**config.mk**
```make
export PLATFORM = sky130hd
export DESIGN_NAME = control_sequencer_flat
export DESIGN_NICKNAME = d
export VERILOG_FILES = /design/src/rtl/control_sequencer_pkg.sv /design/src/rtl/control_sequencer_if.sv /design/src/rtl/control_sequencer_decoder.sv /design/src/rtl/control_sequencer.sv /design/src/flat_wrapper.sv
export SDC_FILE = /design/constraint.sdc
export NUM_CORES = 1
export LEC_CHECK = 0
export CAP_MARGIN = 5
export CELL_PAD_IN_SITES_DETAIL_PLACEMENT = 2
export CELL_PAD_IN_SITES_GLOBAL_PLACEMENT = 2
export CORE_ASPECT_RATIO = 1.2
export CORE_UTILIZATION = 35
export DETAILED_ROUTE_END_ITERATION = 8
export DONT_BUFFER_PORTS = 1
export MAX_ROUTING_LAYER = met4
export PLACE_DENSITY_LB_ADDON = 0.05
export SLEW_MARGIN = 10
export SYNTH_ARGS = -nofsm -noshare
export SYNTH_HDL_FRONTEND = slang
export SYNTH_HIERARCHICAL = 1
export SYNTH_SLANG_ARGS = --single-unit
```
**constraint.sdc**
```tcl
create_clock -name clock -period 10.5 [get_ports clock]
set_clock_uncertainty 0.05 [all_clocks]
set_input_delay 2.1 -clock clock [delete_from_list [all_inputs] [get_ports clock]]
set_output_delay 2.1 -clock clock [all_outputs]
set_load 0.01 [all_outputs]
```
**src/rtl/control_sequencer_pkg.sv**
```systemverilog
// Shared definitions for the hardwired control sequencer.
// Holds opcode encodings, ALU function encodings, FSM state and opcode-class
// enums, the packed control-strobe bundle, and the per-state strobe decode.
package control_sequencer_pkg;

    localparam int CS_OPW  = 5;
    localparam int CS_ALUW = 4;

    localparam logic [CS_OPW-1:0] OP_ADD  = 5'b00011;
    localparam logic [CS_OPW-1:0] OP_SUB  = 5'b00100;
    localparam logic [CS_OPW-1:0] OP_AND  = 5'b00101;
    localparam logic [CS_OPW-1:0] OP_OR   = 5'b00110;
    localparam logic [CS_OPW-1:0] OP_NEG  = 5'b10001;
    localparam logic [CS_OPW-1:0] OP_NOT  = 5'b10010;
    localparam logic [CS_OPW-1:0] OP_NOP  = 5'b11010;
    localparam logic [CS_OPW-1:0] OP_HALT = 5'b11011;

    typedef enum logic [CS_ALUW-1:0] {
        ALU_NONE = 4'd0,
        ALU_ADD  = 4'd1,
        ALU_SUB  = 4'd2,
        ALU_AND  = 4'd3,
        ALU_OR   = 4'd4,
        ALU_NEG  = 4'd5,
        ALU_NOT  = 4'd6
    } alu_op_t;

    typedef enum logic [2:0] {
        RST_S, T0, T1, T2, T3, T4, T5, HALT_S
    } state_t;

    typedef enum logic [2:0] {
        CLS_BIN, CLS_UN, CLS_NOP, CLS_HALT, CLS_ILL
    } op_class_t;

    typedef struct packed {
        logic    run;
        logic    illegal;
        alu_op_t alu_op;
        logic    PCout;
        logic    Zlowout;
        logic    MDRout;
        logic    Rout;
        logic    MARin;
        logic    PCin;
        logic    MDRin;
        logic    IRin;
        logic    Yin;
        logic    Zlowin;
        logic    Rin;
        logic    IncPC;
        logic    Read;
        logic    Gra;
        logic    Grb;
        logic    Grc;
    } ctrl_t;

    // Strobes for the cycle spent in state st. first_t1 is set when st is T1
    // and the previous state was not T1, so PCin fires once per fetch even
    // when T1 stretches for memory.
    function automatic ctrl_t ctrl_decode(input state_t    st,
                                          input op_class_t cls,
                                          input alu_op_t   op,
                                          input logic      first_t1);
        ctrl_t c;
        c        = '0;
        c.alu_op = ALU_NONE;
        c.run    = (st != RST_S) && (st != HALT_S);
        case (st)
            T0: begin
                c.PCout  = 1'b1;
                c.MARin  = 1'b1;
                c.IncPC  = 1'b1;
                c.Zlowin = 1'b1;
            end
            T1: begin
                c.Zlowout = 1'b1;
                c.PCin    = first_t1;
                c.Read    = 1'b1;
                c.MDRin   = 1'b1;
            end
            T2: begin
                c.MDRout = 1'b1;
                c.IRin   = 1'b1;
            end
            T3: begin
                case (cls)
                    CLS_BIN: begin
                        c.Grb  = 1'b1;
                        c.Rout = 1'b1;
                        c.Yin  = 1'b1;
                    end
                    CLS_UN: begin
                        c.Grb    = 1'b1;
                        c.Rout   = 1'b1;
                        c.alu_op = op;
                        c.Zlowin = 1'b1;
                    end
                    CLS_ILL: c.illegal = 1'b1;
                    default: ;
                endcase
            end
            T4: begin
                case (cls)
                    CLS_BIN: begin
                        c.Grc    = 1'b1;
                        c.Rout   = 1'b1;
                        c.alu_op = op;
                        c.Zlowin = 1'b1;
                    end
                    CLS_UN: begin
                        c.Zlowout = 1'b1;
                        c.Gra     = 1'b1;
                        c.Rin     = 1'b1;
                    end
                    default: ;
                endcase
            end
            T5: begin
                c.Zlowout = 1'b1;
                c.Gra     = 1'b1;
                c.Rin     = 1'b1;
            end
            default: ;
        endcase
        return c;
    endfunction

endpackage

```
**src/rtl/control_sequencer_if.sv**
```systemverilog
// Bundle between the control sequencer and the datapath.
//   IR, mem_ready, stop        : datapath -> sequencer
//   bus drivers, load enables,
//   register-file selects,
//   alu_op, run, illegal       : sequencer -> datapath
// master modport is the sequencer side, slave modport the datapath side.
interface control_sequencer_if #(
    parameter int IRW  = 32,
    parameter int ALUW = 4
);
    logic [IRW-1:0]  IR;
    logic            mem_ready;
    logic            stop;
    logic            PCout, Zlowout, MDRout;
    logic            MARin, PCin, MDRin, IRin, Yin, Zlowin;
    logic            IncPC, Read;
    logic            Gra, Grb, Grc;
    logic            Rin, Rout;
    logic [ALUW-1:0] alu_op;
    logic            run;
    logic            illegal;

    modport master (
        input  IR, mem_ready, stop,
        output PCout, Zlowout, MDRout,
        output MARin, PCin, MDRin, IRin, Yin, Zlowin,
        output IncPC, Read, Gra, Grb, Grc, Rin, Rout,
        output alu_op, run, illegal
    );

    modport slave (
        output IR, mem_ready, stop,
        input  PCout, Zlowout, MDRout,
        input  MARin, PCin, MDRin, IRin, Yin, Zlowin,
        input  IncPC, Read, Gra, Grb, Grc, Rin, Rout,
        input  alu_op, run, illegal
    );
endinterface

```
**src/rtl/control_sequencer_decoder.sv**
```systemverilog
// Combinational opcode decoder.
//   op_i     : opcode field IR[31:27]
//   cls_o    : instruction class (binary, unary, nop, halt, illegal)
//   alu_op_o : ALU function for binary/unary ops, ALU_NONE otherwise
module control_sequencer_decoder
    import control_sequencer_pkg::*;
#(
    parameter int OPW = CS_OPW
) (
    input  logic [OPW-1:0] op_i,
    output op_class_t      cls_o,
    output alu_op_t        alu_op_o
);
    always_comb begin
        cls_o    = CLS_ILL;
        alu_op_o = ALU_NONE;
        case (op_i)
            OP_ADD:  begin cls_o = CLS_BIN; alu_op_o = ALU_ADD; end
            OP_SUB:  begin cls_o = CLS_BIN; alu_op_o = ALU_SUB; end
            OP_AND:  begin cls_o = CLS_BIN; alu_op_o = ALU_AND; end
            OP_OR:   begin cls_o = CLS_BIN; alu_op_o = ALU_OR;  end
            OP_NEG:  begin cls_o = CLS_UN;  alu_op_o = ALU_NEG; end
            OP_NOT:  begin cls_o = CLS_UN;  alu_op_o = ALU_NOT; end
            OP_NOP:  cls_o = CLS_NOP;
            OP_HALT: cls_o = CLS_HALT;
            default: ;
        endcase
    end
endmodule

```
**src/rtl/control_sequencer.sv**
```systemverilog
// Hardwired control unit: Moore FSM stepping T0..T5 per instruction.
//   clock : system clock, rising edge
//   clear : synchronous active-high reset, aborts any instruction in flight
//   bus   : control_sequencer_if.master (IR, mem_ready, stop in; all
//           datapath strobes, alu_op, run, illegal out)
// All outputs come straight from a register; nothing from the inputs reaches
// an output without passing a clock edge.
module control_sequencer
    import control_sequencer_pkg::*;
#(
    parameter int IRW  = 32,
    parameter int OPW  = CS_OPW,
    parameter int ALUW = CS_ALUW
) (
    input  logic                clock,
    input  logic                clear,
    control_sequencer_if.master bus
);
    state_t         state_q, state_d;
    logic [OPW-1:0] op_q;
    logic [OPW-1:0] op_sel;
    op_class_t      cls_cur;
    alu_op_t        alu_cur;
    ctrl_t          ctrl_q;

    // While in T2 the opcode is about to be latched, so decode IR directly;
    // that lets the T3 strobes be registered on the same edge op_q loads.
    assign op_sel = (state_q == T2) ? bus.IR[IRW-1 -: OPW] : op_q;

    control_sequencer_decoder #(.OPW(OPW)) u_dec (
        .op_i     (op_sel),
        .cls_o    (cls_cur),
        .alu_op_o (alu_cur)
    );

    always_comb begin
        state_d = state_q;
        case (state_q)
            RST_S: state_d = T0;
            T0:    state_d = T1;
            T1:    if (bus.mem_ready) state_d = T2;
            T2:    state_d = T3;
            T3: begin
                case (cls_cur)
                    CLS_BIN, CLS_UN: state_d = T4;
                    CLS_HALT:        state_d = HALT_S;
                    default:         state_d = bus.stop ? HALT_S : T0;
                endcase
            end
            T4: begin
                if (cls_cur == CLS_UN) state_d = bus.stop ? HALT_S : T0;
                else                   state_d = T5;
            end
            T5:     state_d = bus.stop ? HALT_S : T0;
            HALT_S: state_d = HALT_S;
            default: state_d = RST_S;
        endcase
    end

    always_ff @(posedge clock) begin
        if (clear) begin
            state_q <= RST_S;
            op_q    <= '0;
            ctrl_q  <= '0;
        end else begin
            state_q <= state_d;
            if (state_q == T2) op_q <= bus.IR[IRW-1 -: OPW];
            ctrl_q  <= ctrl_decode(state_d, cls_cur, alu_cur, state_q != T1);
        end
    end

    assign bus.run     = ctrl_q.run;
    assign bus.illegal = ctrl_q.illegal;
    assign bus.alu_op  = ALUW'(ctrl_q.alu_op);
    assign bus.PCout   = ctrl_q.PCout;
    assign bus.Zlowout = ctrl_q.Zlowout;
    assign bus.MDRout  = ctrl_q.MDRout;
    assign bus.Rout    = ctrl_q.Rout;
    assign bus.MARin   = ctrl_q.MARin;
    assign bus.PCin    = ctrl_q.PCin;
    assign bus.MDRin   = ctrl_q.MDRin;
    assign bus.IRin    = ctrl_q.IRin;
    assign bus.Yin     = ctrl_q.Yin;
    assign bus.Zlowin  = ctrl_q.Zlowin;
    assign bus.Rin     = ctrl_q.Rin;
    assign bus.IncPC   = ctrl_q.IncPC;
    assign bus.Read    = ctrl_q.Read;
    assign bus.Gra     = ctrl_q.Gra;
    assign bus.Grb     = ctrl_q.Grb;
    assign bus.Grc     = ctrl_q.Grc;
endmodule

```
**src/flat_wrapper.sv**
```systemverilog
// flat-port wrapper written by rule: the top's interface ports become plain ports
module control_sequencer_flat import control_sequencer_pkg::*;
#(
    parameter int IRW  = 32,
    parameter int OPW  = CS_OPW,
    parameter int ALUW = CS_ALUW
)
  (clock, clear, bus_IR, bus_mem_ready, bus_stop, bus_PCout, bus_Zlowout, bus_MDRout, bus_MARin, bus_PCin, bus_MDRin, bus_IRin, bus_Yin, bus_Zlowin, bus_IncPC, bus_Read, bus_Gra, bus_Grb, bus_Grc, bus_Rin, bus_Rout, bus_alu_op, bus_run, bus_illegal);
  control_sequencer_if #(.IRW(IRW), .ALUW(ALUW)) bus_i ();
  input  logic clock;
  input  logic clear;
  input wire logic [$bits(bus_i.IR)-1:0] bus_IR;
  input wire logic [$bits(bus_i.mem_ready)-1:0] bus_mem_ready;
  input wire logic [$bits(bus_i.stop)-1:0] bus_stop;
  output wire logic [$bits(bus_i.PCout)-1:0] bus_PCout;
  output wire logic [$bits(bus_i.Zlowout)-1:0] bus_Zlowout;
  output wire logic [$bits(bus_i.MDRout)-1:0] bus_MDRout;
  output wire logic [$bits(bus_i.MARin)-1:0] bus_MARin;
  output wire logic [$bits(bus_i.PCin)-1:0] bus_PCin;
  output wire logic [$bits(bus_i.MDRin)-1:0] bus_MDRin;
  output wire logic [$bits(bus_i.IRin)-1:0] bus_IRin;
  output wire logic [$bits(bus_i.Yin)-1:0] bus_Yin;
  output wire logic [$bits(bus_i.Zlowin)-1:0] bus_Zlowin;
  output wire logic [$bits(bus_i.IncPC)-1:0] bus_IncPC;
  output wire logic [$bits(bus_i.Read)-1:0] bus_Read;
  output wire logic [$bits(bus_i.Gra)-1:0] bus_Gra;
  output wire logic [$bits(bus_i.Grb)-1:0] bus_Grb;
  output wire logic [$bits(bus_i.Grc)-1:0] bus_Grc;
  output wire logic [$bits(bus_i.Rin)-1:0] bus_Rin;
  output wire logic [$bits(bus_i.Rout)-1:0] bus_Rout;
  output wire logic [$bits(bus_i.alu_op)-1:0] bus_alu_op;
  output wire logic [$bits(bus_i.run)-1:0] bus_run;
  output wire logic [$bits(bus_i.illegal)-1:0] bus_illegal;
  assign bus_i.IR = bus_IR;
  assign bus_i.mem_ready = bus_mem_ready;
  assign bus_i.stop = bus_stop;
  assign bus_PCout = bus_i.PCout;
  assign bus_Zlowout = bus_i.Zlowout;
  assign bus_MDRout = bus_i.MDRout;
  assign bus_MARin = bus_i.MARin;
  assign bus_PCin = bus_i.PCin;
  assign bus_MDRin = bus_i.MDRin;
  assign bus_IRin = bus_i.IRin;
  assign bus_Yin = bus_i.Yin;
  assign bus_Zlowin = bus_i.Zlowin;
  assign bus_IncPC = bus_i.IncPC;
  assign bus_Read = bus_i.Read;
  assign bus_Gra = bus_i.Gra;
  assign bus_Grb = bus_i.Grb;
  assign bus_Grc = bus_i.Grc;
  assign bus_Rin = bus_i.Rin;
  assign bus_Rout = bus_i.Rout;
  assign bus_alu_op = bus_i.alu_op;
  assign bus_run = bus_i.run;
  assign bus_illegal = bus_i.illegal;
  control_sequencer #(.IRW(IRW), .OPW(OPW), .ALUW(ALUW)) u_core (.clock(clock), .clear(clear), .bus(bus_i));
endmodule
```
==> results of run 1 <==
-- report_power, final --
group / total, W / internal [W] / switching [W]
Combinational: 0.0000658 / 0.0000285 / 0.0000373
Clock: 0.0000579 / 0.0000269 / 0.0000310
Sequential: 0.000118 / 0.000104 / 0.0000144
-- cell usage in the layout, fill, tap and decap left out, types with 2 or more instances in the layout --
master    instances
o31ai_1           2
nor3_1            6
a21oi_1           2
mux2i_1           3
clkbuf_8          3
a211oi_1          2
nand2b_1          4
a221o_1           2
nor3b_1           2
nand3b_1          2
nand2_1           4
nor4b_1           2
or3_1             2
nor2_1           14
inv_1             4
o21ai_0           4
nand3_1           4
mux2_2            5
dfxtp_1          25
nor2b_1           9
and3_1            3
-- metal layers --
layer | wire length (um) | vias to the layer above | track usage, %
met1 | 1210 | 491 | 19.0
met3 | 81 | 2 | 2.65
met5 | 0 | - | -
met2 | 1630 | 14 | 32.9
li1 | - | 470 | -
met4 | 17 | 0 | 5.49
-- flip-flops by register name (all words and copies together), names as in the netlist --
signal / cells
u_core/bus.IRin: 1
u_core/bus.Grc: 1
u_core/op_q: 5
u_core/bus.Rout: 1
u_core/bus.Zlowout: 1
u_core/bus.IncPC: 1
u_core/bus.alu_op: 4
u_core/bus.Zlowin: 1
u_core/bus.Yin: 1
u_core/bus.PCin: 1
u_core/state_q: 3
u_core/bus.illegal: 1
u_core/bus.Grb: 1
u_core/bus.run: 1
u_core/bus.Read: 1
u_core/bus.Gra: 1
-- cells by family (layout without fill, tap and decap cells) --
family | after synthesis | count (layout) | share of synthesized area (%)
AO/OA/AOI/OAI | 24 | 24 | 15.0
other | 1 | 1 | 0.296
buffers and inverters | 18 | 9 | 7.42
flip-flops | 25 | 25 | 39.6
multiplexers | 8 | 8 | 6.82
AND/OR/NAND/NOR | 63 | 63 | 30.2
XOR/XNOR | 1 | 1 | 0.693
-- critical path, delay by kind of cell --
kind / cells / cell delay [ns]
muxes: 2 / 0.48
buffers and inverters: 1 / 0.29
and+or+nand+nor: 4 / 0.75
AOI/OAI and AO/OA: 3 / 1.22
-- cell type report --
type | count | area, sq um
Clock buffer | 3 | 41.3
Tap cell | 37 | 46.3
Fill cell | 396 | 2110
Clock inverter | 1 | 7.51
Multi-Input combinational cell | 97 | 671
Timing Repair Buffer | 1 | 7.51
Inverter | 4 | 15.0
Sequential cell | 25 | 500
-- worst max-delay path by stage --
stage                           from                          to  slack [ns]  cells after the start
after floorplan           bus_IR[29]   u_core/bus.Gra$_SDFF_PP0_        6.10                      9
after global placement    bus_IR[28]  u_core/bus.PCin$_SDFF_PP0_        5.54                     10
after detailed placement  bus_IR[28]  u_core/bus.PCin$_SDFF_PP0_        5.42                     10
after CTS                 bus_IR[28]  u_core/bus.PCin$_SDFF_PP0_        5.70                     10
after global routing      bus_IR[28]  u_core/bus.PCin$_SDFF_PP0_        5.44                     10
final                     bus_IR[28]  u_core/bus.PCin$_SDFF_PP0_        5.76                     10
-- stage by stage --
stage | cells | cell area, sq um
floorplan | 140 | 1260
global placement | 164 | 1240
detailed placement | 164 | 1240
CTS | 168 | 1290
global route | 168 | 1290
finish | 168 | 1290
==> impl_metrics.toml, run 1 <==
[yosys]
seq_area_frac_synth_pct = 39.6
async_flop_share_pct = 0
yosysUniqueCellTypes = 49
ys_warn_count = 6
syn_avg_cell_area_sq_um = 9.04
yosysTopAreaCellShare_pct = 39.6
synthTopCellsByArea = "dfxtp_1 40%, mux2_2 4.5%, nor2b_1 4.5%"
yosys_most_used_dff = "dfxtp_1"
yosysMostFrequentCell = "dfxtp_1"
synth-seq-cells = 25
synth-edff-count = 0
syn_nets = 176
netlist_instances = 140
synth_top_area_cell = "dfxtp_1"
syn_area_sq_um = 1260
ys_top_cells_by_count = "25 x dfxtp_1, 14 x nor2_1, 9 x nor2b_1"

[grt]
grt_pass1_wl_um = 5060
antenna_found_initial = 0
grt_start_max_net_pins = 18
track_usage_pct = 17.5
grt_pass1_vias = 1060
overflow = 0

[routing]
routed-via-count = 977
detail_route.vias_per_cell = 5.82
drtAntennaViolNets = 0
wl_um = 2940
drc = 2
wl_per_cell_um = 17.5
drt_iter0_markers = 20
dr.pass1.iters = 6

[timing]
finalMaxSlewViolations = 0
timing.fmax_ghz = 0.211
setup_slack_ns = 5.76
hold_violations = 0
worst_pin_slew_ns = 0.828
min_period_ns = 4.74
finalCritPeriodShare_pct = 45.1
relSlewSlack_pct = 44.5
rsz0062_at_grt = "false"
fin_setup_tns_ns = 0
finalSetupViolCount = 0
worst_hold_slack_ns = 0.636

[floorplan]
die_h_um = 67.9
die-area_sq_um = 3860
start_util_pct = 37.3
pin_count = 58
die_x_um = 56.9
core-area_sq_um = 3400
row_count = 23

[hold_path]
hold_class = "flip-flop to flip-flop"
hold_start = "u_core/op_q[4]$_SDFF_PP0_"
min_path_cells = 2
min_to = "u_core/op_q[4]$_SDFF_PP0_"

[critical_path]
cp.arrival_ns = 4.86
r2r_cells = 11
critPathMaxFanout = 9
crit_type = "input port to flip-flop"
worst_setup_path_end_kind = "flip-flop"
crit_path_top_delay_cell = "a211oi_1"
crit_chain = "mux2_2 -> nor2b_1 -> mux2i_1 -> o22ai_1 -> a32oi_1 -> or3b_4 -> nor4b_1 -> a211oi_1 -> buf_4 -> nor4b_1"
cpMostUsedCell = "nor4b_1"
cp-start-kind = "input port"
reg2reg_to = "u_core/bus.PCin$_SDFF_PP0_"
required_ns = 10.62
cp_slowest_stage_delay_ns = 0.66
rrSetupSlack_ns = 6.33
reg2reg_from = "u_core/state_q[0]$_SDFF_PP0_"

[power_and_ir_drop]
max-vdd-ir-drop_mv = 0.0555
p_per_area_nw_per_um2 = 188
p_leak_nw = 0.471
total_power_w = 0.000242

[cts]
cts_tree = "done"
htreeDepth = 1
cts_resized = 0
cts_setup_buffers = 0
ctsHoldBuffers = 0
cts_buffer_depth = 2
path_clk_slew_ns = 0.09
cts_sinks = 25
root_buffer = "clkbuf_8"
clk_latency_ns = 0.27
numCtsBuffers = 3

[final_layout]
fin_util_pct = 38.0
diodes = 0
area_delta_synth_final_pct = 1.88
nets = 168
drive_gt1_share_pct = 12.2

[place]
place_congestion = 0.756
port_buffers = 0
dp_hpwl_um = 2190
pre_cts_ws_ns = 5.42

[status]
status = "finished, violations left"
violations = "DRC"

[flow_run]
max_cap_viol_count = 0
Note: power is estimated with default switching activity, not from simulation.
==> inputs of run 2 (changes only) <==
--- a/config.mk
+++ b/config.mk
@@ -9,7 +9,7 @@
 export CELL_PAD_IN_SITES_DETAIL_PLACEMENT = 2
 export CELL_PAD_IN_SITES_GLOBAL_PLACEMENT = 2
 export CORE_ASPECT_RATIO = 1.2
-export CORE_UTILIZATION = 35
+export CORE_UTILIZATION = 31
 export DETAILED_ROUTE_END_ITERATION = 8
 export DONT_BUFFER_PORTS = 1
 export MAX_ROUTING_LAYER = met4
==> constraint.sdc (replaced) <==
create_clock -name clock -period 4.3 [get_ports clock]
set_clock_uncertainty 0.05 [all_clocks]
set_input_delay 0.86 -clock clock [delete_from_list [all_inputs] [get_ports clock]]
set_output_delay 0.86 -clock clock [all_outputs]
set_load 0.01 [all_outputs]
==> run 2 against run 1 <==
The flow now finishes without violations. Clock power rose by 140%. Clock-buffer cell count is 1 higher. Die area is 12% higher. Highest routed layer unchanged. Critical endpoint unchanged. Sequential power grew 140%. Largest cell class unchanged. Register-to-register slack got worse by 5.6 ns. Non-clock buffer count rose by 4. Critical path type is now flip-flop to flip-flop. Design area up 3.7%.
==> impl_metrics.toml, run 2 (synthesized netlist as in run 1, its figures left out) <==
[cts]
root_buffer = "clkbuf_8"
path_clk_slew_ns = 0.08
clk_latency_ns = 0.27
cts_tree = "done"
cts_resized = 0
cts_sinks = 25
numCtsBuffers = 3
ctsHoldBuffers = 0
cts_setup_buffers = 0
cts_buffer_depth = 2
htreeDepth = 1

[timing]
relSlewSlack_pct = 60.1
finalCritPeriodShare_pct = 83.0
timing.fmax_ghz = 0.280
rsz0062_at_grt = "false"
fin_setup_tns_ns = 0
worst_pin_slew_ns = 0.599
hold_violations = 0
finalSetupViolCount = 0
min_period_ns = 3.57
worst_hold_slack_ns = 0.601
finalMaxSlewViolations = 0

[critical_path]
critPathMaxFanout = 11
rrSetupSlack_ns = 0.73
reg2reg_from = "u_core/state_q[2]$_SDFF_PP0_"
cp-start-kind = "flip-flop"
worst_setup_path_end_kind = "flip-flop"
cp_slowest_stage_delay_ns = 0.55
cp.arrival_ns = 3.70
required_ns = 4.43
crit_path_top_delay_cell = "a221oi_1"
setup.worst_path.start = "u_core/state_q[2]$_SDFF_PP0_"
crit_buf_inv = 1
crit_type = "flip-flop to flip-flop"
crit_chain = "nand3b_1 -> buf_4 -> mux2_2 -> xor2_1 -> nor2_1 -> o21a_1 -> or3b_4 -> a221oi_1 -> nand2b_1 -> nor4b_1"
cp_top_family = "simple AND/OR/NAND/NOR gates"

[power_and_ir_drop]
p_leak_nw = 0.490
max-vdd-ir-drop_mv = 0.139
p_per_area_nw_per_um2 = 451
total_power_w = 0.000603

[grt]
grt_pass1_wl_um = 5130
grt_start_max_net_pins = 18
overflow = 0
antenna_found_initial = 0
grt_pass1_vias = 1045
track_usage_pct = 16.4

[hold_path]
hold_start = "clear"
hold_class = "input port to flip-flop"

[final_layout]
largest_reg_flops = 5
multi_input_area_sq_um = 671
diodes = 0
fill_cells = 470
nets = 172
drive_gt1_share_pct = 14.1
top_register = "u_core/op_q"
fin_cells = 189
seqCellArea_sq_um = 500
area_delta_synth_final_pct = 5.64
mostFrequentLayoutCell = "dfxtp_1"
final_cell_mix = "25 x dfxtp_1, 14 x nor2_1, 9 x nor2b_1"

[floorplan]
die-area_sq_um = 4340
die_x_um = 60.3
start_util_pct = 32.4
die_h_um = 72.0
pin_count = 58
row_count = 25
core-area_sq_um = 3910

[place]
placedCellCount = 185
place_congestion = 0.733
dp_hpwl_um = 2380
port_buffers = 0

[routing]
dr.pass1.iters = 4
drtAntennaViolNets = 0
drc = 0
detail_route.vias_per_cell = 5.26
drt_iter0_markers = 16
routed-via-count = 994
wl_um = 3160
wl_per_cell_um = 16.7

[status]
status = "finished, final reports clean"

[flow_run]
max_cap_viol_count = 0
[run 2: final cells by class]
class	count	area share, %
inverter	4	1.12
sequential	25	37.5
clock buffer	4	3.37
tap	54	5.06
timing repair buffer	5	2.81
multi-input combinational	97	50.2
[run 2: stage by stage]
stage | setup WS [ns] | area (sq um) | util (%)
CTS | 0.626 | 1340 | 34.2
floorplan | 0.933 | 1260 | -
finish | 0.731 | 1340 | 34.2
global route | 0.416 | 1340 | 34.2
global placement | 0.764 | 1290 | 33.0
detailed placement | 0.653 | 1290 | 33.0
[run 2: final timing paths]
check	end	cells past startpoint
min reg2reg	u_core/bus.Yin$_SDFF_PP0_	3
min	u_core/state_q[1]$_SDFF_PP0_	1
max	u_core/bus.PCin$_SDFF_PP0_	10
max reg2reg	u_core/bus.PCin$_SDFF_PP0_	10
[run 2: where the power goes]
group / internal (W) / total (W) / switching (W)
Clock: 0.0000663 / 0.000138 / 0.0000718
Sequential: 0.000254 / 0.000283 / 0.0000295
Combinational: 0.0000792 / 0.000181 / 0.000102
Total: 0.000400 / 0.000603 / 0.000203
[run 2: routing by layer]
| layer | global-route usage (%) | vias up | part of all wire [%] |
|---|---|---|---|
| met5 | - | - | 0 |
| li1 | - | 480 | - |
| met1 | 18.2 | 494 | 40 |
| met2 | 28.9 | 16 | 56 |
| met3 | 2.50 | 4 | 2.4 |
| met4 | 6.20 | 0 | 1.4 |
